==> config.mk <==
export PLATFORM = sky130hd
export DESIGN_NAME = spi_shift_engine
export DESIGN_NICKNAME = d
export VERILOG_FILES = /design/src/rtl/spi_shift_engine.sv
export SDC_FILE = /design/constraint.sdc
export NUM_CORES = 1
export LEC_CHECK = 0
export ABC_AREA = 1
export CAP_MARGIN = 5
export CORE_MARGIN = 3
export CORE_UTILIZATION = 47
export DETAILED_ROUTE_END_ITERATION = 12
export PLACE_DENSITY = 0.82
export SETUP_SLACK_MARGIN = 0.4
export SKIP_LAST_GASP = 1
export SLEW_MARGIN = 10
export SYNTH_ARGS = -nofsm -noshare
export SYNTH_HDL_FRONTEND = slang
export SYNTH_SLANG_ARGS = --single-unit
==> constraint.sdc <==
create_clock -name clk -period 1.4 [get_ports clk]
set_input_delay 0.21 -clock clk [delete_from_list [all_inputs] [get_ports clk]]
set_output_delay 0.21 -clock clk [all_outputs]
set_load 0.05 [all_outputs]
==> src/rtl/spi_shift_engine.sv <==
// SPI master shift engine: one full-duplex DATA_WIDTH-bit transfer per accepted
// start, MSB first, CPHA=0 (sample on leading sclk edge, shift on trailing edge).
// Serial clock polarity and half-period are latched at acceptance.
//
// Ports:
//   clk             system clock, all logic on its rising edge
//   reset           synchronous active-high reset
//   serclk_polarity CPOL, idle level of sclk
//   serclk_speed    sclk half-period = serclk_speed+1 clk cycles
//   tx_data         byte to send, captured on accepted start
//   start           transfer request, accepted only while busy=0
//   busy            high from the cycle after acceptance until done
//   done            one-cycle pulse when rx_data is updated
//   rx_data         last received byte
//   sclk/mosi/miso  SPI serial clock, data out, data in
//   ss_L            active-low slave select
module spi_shift_engine #(
  parameter int unsigned DATA_WIDTH = 8
) (
  input  logic                  clk,
  input  logic                  reset,
  input  logic                  serclk_polarity,
  input  logic [3:0]            serclk_speed,
  input  logic [DATA_WIDTH-1:0] tx_data,
  input  logic                  start,
  output logic                  busy,
  output logic                  done,
  output logic [DATA_WIDTH-1:0] rx_data,
  output logic                  sclk,
  output logic                  mosi,
  input  logic                  miso,
  output logic                  ss_L
);

  typedef enum logic [2:0] {StIdle, StSetup, StLead, StTrail, StHold} state_e;

  state_e                state_q, state_d;
  logic [3:0]            cnt_q, cnt_d;
  logic [3:0]            speed_q, speed_d;
  logic [3:0]            bits_q, bits_d;
  logic                  cpol_q, cpol_d;
  logic                  sample_q, sample_d;
  logic [DATA_WIDTH-1:0] shreg_q, shreg_d;
  logic [DATA_WIDTH-1:0] rx_q, rx_d;
  logic                  busy_q, busy_d;
  logic                  done_q, done_d;
  logic                  sclk_q, sclk_d;
  logic                  mosi_q, mosi_d;
  logic                  ss_q, ss_d;

  logic accept;
  logic half_evt;
  logic last_bit;

  assign accept   = (state_q == StIdle) && start && !busy_q;
  // Counter runs 0..speed_q, i.e. half = speed_q+1 cycles per phase.
  assign half_evt = (cnt_q == speed_q);
  // Trailing edge that completes the final bit.
  assign last_bit = (bits_q == 4'(DATA_WIDTH - 1));

  // State register and datapath registers.
  always_ff @(posedge clk) begin
    if (reset) begin
      state_q  <= StIdle;
      cnt_q    <= '0;
      speed_q  <= '0;
      bits_q   <= '0;
      cpol_q   <= 1'b0;
      sample_q <= 1'b0;
      shreg_q  <= '0;
      rx_q     <= '0;
      busy_q   <= 1'b0;
      done_q   <= 1'b0;
      sclk_q   <= 1'b0;
      mosi_q   <= 1'b0;
      ss_q     <= 1'b1;
    end else begin
      state_q  <= state_d;
      cnt_q    <= cnt_d;
      speed_q  <= speed_d;
      bits_q   <= bits_d;
      cpol_q   <= cpol_d;
      sample_q <= sample_d;
      shreg_q  <= shreg_d;
      rx_q     <= rx_d;
      busy_q   <= busy_d;
      done_q   <= done_d;
      sclk_q   <= sclk_d;
      mosi_q   <= mosi_d;
      ss_q     <= ss_d;
    end
  end

  // Next-state logic.
  always_comb begin
    state_d = state_q;
    unique case (state_q)
      StIdle:           if (accept)   state_d = StSetup;
      StSetup, StTrail: if (half_evt) state_d = StLead;
      StLead:           if (half_evt) state_d = last_bit ? StHold : StTrail;
      StHold:           if (half_evt) state_d = StIdle;
      default:                        state_d = StIdle;
    endcase
  end

  // Output and datapath next values.
  always_comb begin
    cnt_d    = (state_q == StIdle || half_evt) ? 4'd0 : cnt_q + 4'd1;
    speed_d  = speed_q;
    bits_d   = bits_q;
    cpol_d   = cpol_q;
    sample_d = sample_q;
    shreg_d  = shreg_q;
    rx_d     = rx_q;
    busy_d   = busy_q;
    done_d   = 1'b0;
    sclk_d   = sclk_q;
    mosi_d   = mosi_q;
    ss_d     = ss_q;
    unique case (state_q)
      StIdle: begin
        // Idle sclk tracks the configured polarity with one cycle of latency.
        sclk_d = serclk_polarity;
        if (accept) begin
          cpol_d  = serclk_polarity;
          speed_d = serclk_speed;
          shreg_d = tx_data;
          bits_d  = '0;
          busy_d  = 1'b1;
          ss_d    = 1'b0;
          mosi_d  = tx_data[DATA_WIDTH-1];
        end
      end
      StSetup, StTrail: begin
        if (half_evt) begin
          sclk_d   = ~cpol_q;
          sample_d = miso;
        end
      end
      StLead: begin
        if (half_evt) begin
          sclk_d = cpol_q;
          bits_d = bits_q + 4'd1;
          // Sampled bit enters at the LSB as the next tx bit moves into the MSB.
          shreg_d = {shreg_q[DATA_WIDTH-2:0], sample_q};
          if (!last_bit) mosi_d = shreg_q[DATA_WIDTH-2];
        end
      end
      StHold: begin
        if (half_evt) begin
          ss_d   = 1'b1;
          busy_d = 1'b0;
          done_d = 1'b1;
          rx_d   = shreg_q;
        end
      end
      default: ;
    endcase
  end

  assign busy    = busy_q;
  assign done    = done_q;
  assign rx_data = rx_q;
  assign sclk    = sclk_q;
  assign mosi    = mosi_q;
  assign ss_L    = ss_q;

endmodule
Word level (Yosys, flattened, before mapping)
Cells that the tools add are included.

Add/sub/neg operators: 2. Eq/ne operators: 11. Mux-type cells: 26. Bitwise operators: 2. Reductions and logical operators: 19.

Operators with widths (count): $mux 8 (2); $pmux 8 s2 (1); $mux 3 (5); $pmux 3 s4 (1); $mux 1 (10); $ne 2x2->1 const B (5); $reduce_and 3->1 (3); $add 4x1->4 const B (2); $mux 4 (2); $pmux 4 s2 (1); $reduce_and 4->1 (2); $eq 3x2->1 const B (2); $pmux 1 s2 (3); $reduce_and 2->1 (3); $reduce_or 2->1 (3); $eq 4x3->1 const B (1); $eq 4x4->1 (1); $reduce_bool 2->1 (2); $eq 3x1->1 const B (1); $eq 3x3->1 const B (1); $logic_not 3->1 (1); $pmux 1 s3 (1); $reduce_bool 3->1 (1); $logic_and 1x1->1 (2); 3 further kinds (4).

Bits in registers: 38. Input port bits: 17. Output and inout port bits: 13.

Longest topological paths before layout
Depth after elaboration: 5. Mapped depth: 11.

Least setup slack after synthesis
OpenSTA, ideal clock, no wires.

Path kind: register to register. From: register busy_q (netlist: busy). To: register shreg_q[7]. Arrival: 1335 ps. Required time: 1288 ps. Setup slack: -47 ps. Cell stages (with the launch flop): 9. Buffers on the path: 1. Period minus slack after synthesis: 1447 ps. Cell sequence: dfxtp_1 -> inv_1 -> nand3_2 -> nand2_2 -> nand3_4 -> buf_6 -> nand2_1 -> nand2_1 -> nor2_1.

Word-level cells in the longest chain between the ends: 4.

Ends and longest elaborated chain: start, declared (line 45) `logic busy_q, busy_d;`; start signal, assigned (line 86) `busy_q <= busy_d;`; $logic_not 1->1 (line 55) `assign accept = (state_q == StIdle) && start && !busy_q;`; $logic_and 1x1->1 (line 55); $ne 2x2->1 (no line); $reduce_and 3->1 (no line); end signal, assigned (line 84) `shreg_q <= shreg_d;`; end, declared (line 43) `logic [DATA_WIDTH-1:0] shreg_q, shreg_d;`.

No other way between the ends. A chain may end at the register's enable or synchronous reset.

Worst setup path in the final report
From: register cnt_q[1]. To: register cnt_q[2].

Word-level cells in the longest chain between the ends: 3. Elaborated cells between the ends (all ways): 4. Those cells by class: add/sub (1); eq/ne (1); reduce/logical (2).

Ends and longest elaborated chain: start, declared (line 38) `logic [3:0] cnt_q, cnt_d;`; start signal, assigned (line 79) `cnt_q <= cnt_d;`; branches (longest 3 deep; another with $add 4x1->4).

Parallel ways; which one is timed is not known.

==> results.py <==
metrics = {
    "drt": {
        "vias": 1842,
        "drt_iter0_markers": 107,
        "detail_route.wl_per_cell_um": 14.1,
        "firstDrtPassIters": 4,
        "wl_mm": 5.00,
        "drc_errors": 0,
        "via_per_inst": 5.20,
        "ant_nets": 0,
    },
    "setup_path": {
        "arrival_ps": 1660,
        "required_ps": 1590,
        "path_class": "reg2reg",
        "crit_path_max_fanout": 6,
        "critPathCaptureType": "register",
        "worst-r2r-setup-slack_ps": -70,
        "crit_path_start_kind": "register",
    },
    "sta": {
        "setup_viol": 17,
        "drv_slew": 0,
        "post-route-worst-setup-slack_ps": -70.9,
        "max_freq_mhz": 680,
        "fin_crit_sh_pct": 105,
        "finalClockSkew_ps": 8.44,
        "min_period_ps": 1470,
        "hold_ws_ps": 473,
        "maxSlewHeadroom_pct": 84.2,
        "final-hold-violation-count": 0,
        "worst_slew_pin_slew_ps": 235,
        "grt_setup_unrepaired": "true",
    },
    "floorplanning": {
        "die_w_um": 67.2,
        "dieArea_um2": 4520,
        "rows": 21,
        "io_pins": 30,
        "initial_utilization_pct": 50.8,
        "core_um2": 3470,
        "die_h_um": 67.2,
    },
    "logic_synthesis": {
        "synth-simple-area-share_pct": 32.6,
        "synthArstFlopShare_pct": 0,
        "synth_top_area_cell": "dfxtp_1",
        "synth_edf_count": 0,
        "ys_seq_area_share_pct": 43.2,
        "syn_avg_cell_area_um2": 7.08,
        "synth_seq_cells": 38,
        "yosysMostFrequentCell": "nand2_1",
        "synth_fp_nets": 268,
        "synth-adder-area-share_pct": 1.42,
        "synth_area_leaders": "dfxtp_1 43%, nand2_1 13%, inv_1 7.7%, o21ai_0 7.4%, nor2_1 5.3%",
        "synth.top_cell.area_share_pct": 43.2,
        "synth_top_family_by_area": "simple AND/OR/NAND/NOR gates",
        "ys_types": 25,
        "yosys-top-cells-count": "60 x nand2_1, 38 x dfxtp_1, 36 x inv_1, 26 x o21ai_0, 25 x nor2_1",
        "synth_xor_area_share_pct": 0.994,
        "yosys_warnings": 0,
        "synth-main-ff-cell": "dfxtp_1",
        "synth_mux_area_share_pct": 0,
        "syn_area_um2": 1760,
        "synth_compound_area_share_pct": 11.2,
        "netlist_instances": 249,
    },
    "outcome": {
        "failed_checks": "setup timing",
        "outcome": "finished with violations",
    },
    "placed_design": {
        "port-buffer-count": 29,
        "placed_area_um2": 2400,
        "gp_congestion": 0.814,
        "dp.cells": 328,
        "dp_hpwl_mm": 2.88,
    },
    "clocking": {
        "numCtsBuffers": 5,
        "cts.clk_slew.worst_paths_ps": 80,
        "cts_root_buf": "clkbuf_8",
        "cts.sinks": 38,
        "cts_tree": "yes",
        "clk_latency_ps": 300,
        "hold_buffers": 0,
        "cts_buffer_depth": 2,
        "h-tree-depth": 2,
    },
    "global_routing": {
        "track_usage_pct": 22.2,
        "grt_overflow": 0,
        "grt_pass1_wl_mm": 7.53,
        "antenna_found_initial": 0,
        "grt_max_degree": 30,
        "grt_pass1_vias": 1710,
    },
    "hold_path": {
        "min_path_type": "reg2reg",
    },
    "power_and_ir_drop": {
        "power.density_nw_per_um2": 2010,
        "power_mw": 5.61,
        "ir_worst_vdd_uv": 1570,
        "power_leakage_nw": 1.22,
    },
    "cells_and_area": {
        "num_antenna_cells": 0,
        "fin_util_pct": 80.4,
        "areaGrowthSynthToFinish_pct": 58.2,
        "fin_cells": 354,
        "drive_above_1_share_pct": 38.0,
        "nets": 326,
        "final_area_um2": 2790,
    },
    "run": {
        "maxCapViolations": 0,
    },
}
## layer usage
metal | GRT usage [%] | vias up | wire, um
li1 | - | 912 | -
met2 | 38.2 | 51 | 2590
met4 | 8.35 | 0 | 74
met3 | 5.66 | 11 | 220
met5 | 0 | - | 0
met1 | 26.4 | 868 | 2110
## per-stage QoR
step	TNS [ps]	worst slack, ps
2_1_floorplan	0	109
3_3_place_gp	0	9.57
3_5_place_dp	-85.0	-21.1
4_1_cts	0	69.9
5_1_grt	-2840	-156
6_report	-596	-70.9
## where the power goes
| group | total (mW) | internal, mW | leakage (nW) | switching, mW |
|---|---|---|---|---|
| sequential | 1.55 | 1.37 | 0.322 | 0.186 |
| combinational | 3.01 | 1.25 | 0.835 | 1.76 |
| clock | 1.05 | 0.642 | 0.0665 | 0.410 |
| total | 5.61 | 3.25 | 1.22 | 2.36 |
## cell type report
class / count / area (um^2)
Clock buffer: 6 / 93.8
Clock inverter: 2 / 38.8
Fill cell: 196 / 681
Inverter: 37 / 146
Multi-Input combinational cell: 168 / 986
Sequential cell: 38 / 798
Tap cell: 46 / 57.6
Timing Repair Buffer: 57 / 667
## worst max-delay path, cell delays in order (launching register included)
cell     delay [ps]
dfxtp_2         360
inv_1            50
nand2_1          80
nand2_1         120
nor2_4          150
nand2_4         120
buf_4           150
buf_4           120
nand3_1         150
nor2_1           70
## kinds of logic after synthesis
group / count (synthesis)
XOR/XNOR: 2
adder cells (fa/ha/maj): 2
AND/OR/NAND/NOR: 124
AO/OA/AOI/OAI: 39
buffers and inverters: 44
flip-flops: 38
## timing repair
action / 4_1_cts / 5_1_grt
resized for setup: 23 / 20
hold endpoints to repair: 0 / 0
cloned: 1 / 0
pin swaps: 6 / 15
endpoints found under the setup margin: 51 / 51
buffers inserted: 11 / 6
## cell usage in the layout (no fill, tap or decap), drive strengths merged
master,n
xor2,1
o21ai,26
nor2b,1
xnor2,1
clkdlybuf4s50,16
ha,2
nor3,1
bufinv,1
nand4,8
nand3,20
clkbuf,6
buf,41
inv,36
a211oi,1
clkinv,2
dfxtp,38
and2,1
nand2,64
nor2,30
a21oi,12
## flip-flops by register name, indices dropped and copies added (netlist names)
| name | flops |
|---|---|
| done | 1 |
| bits_q | 4 |
| rx_data | 8 |
| cnt_q | 4 |
| busy | 1 |
| speed_q | 4 |
| shreg_q | 8 |
| mosi | 1 |
| sample_q | 1 |
| sclk | 1 |
| ss_L | 1 |
| state_q | 3 |
| cpol_q | 1 |
## path summary, 6_finish.rpt
kind | start | to | depth (start not counted)
setup / recovery | cnt_q[1] | cnt_q[2] | 9
hold / removal | cpol_q | cpol_q | 2
setup reg to reg | cnt_q[1] | cnt_q[2] | 9
hold reg to reg | cpol_q | cpol_q | 2
(Power assumes the default switching activity.)
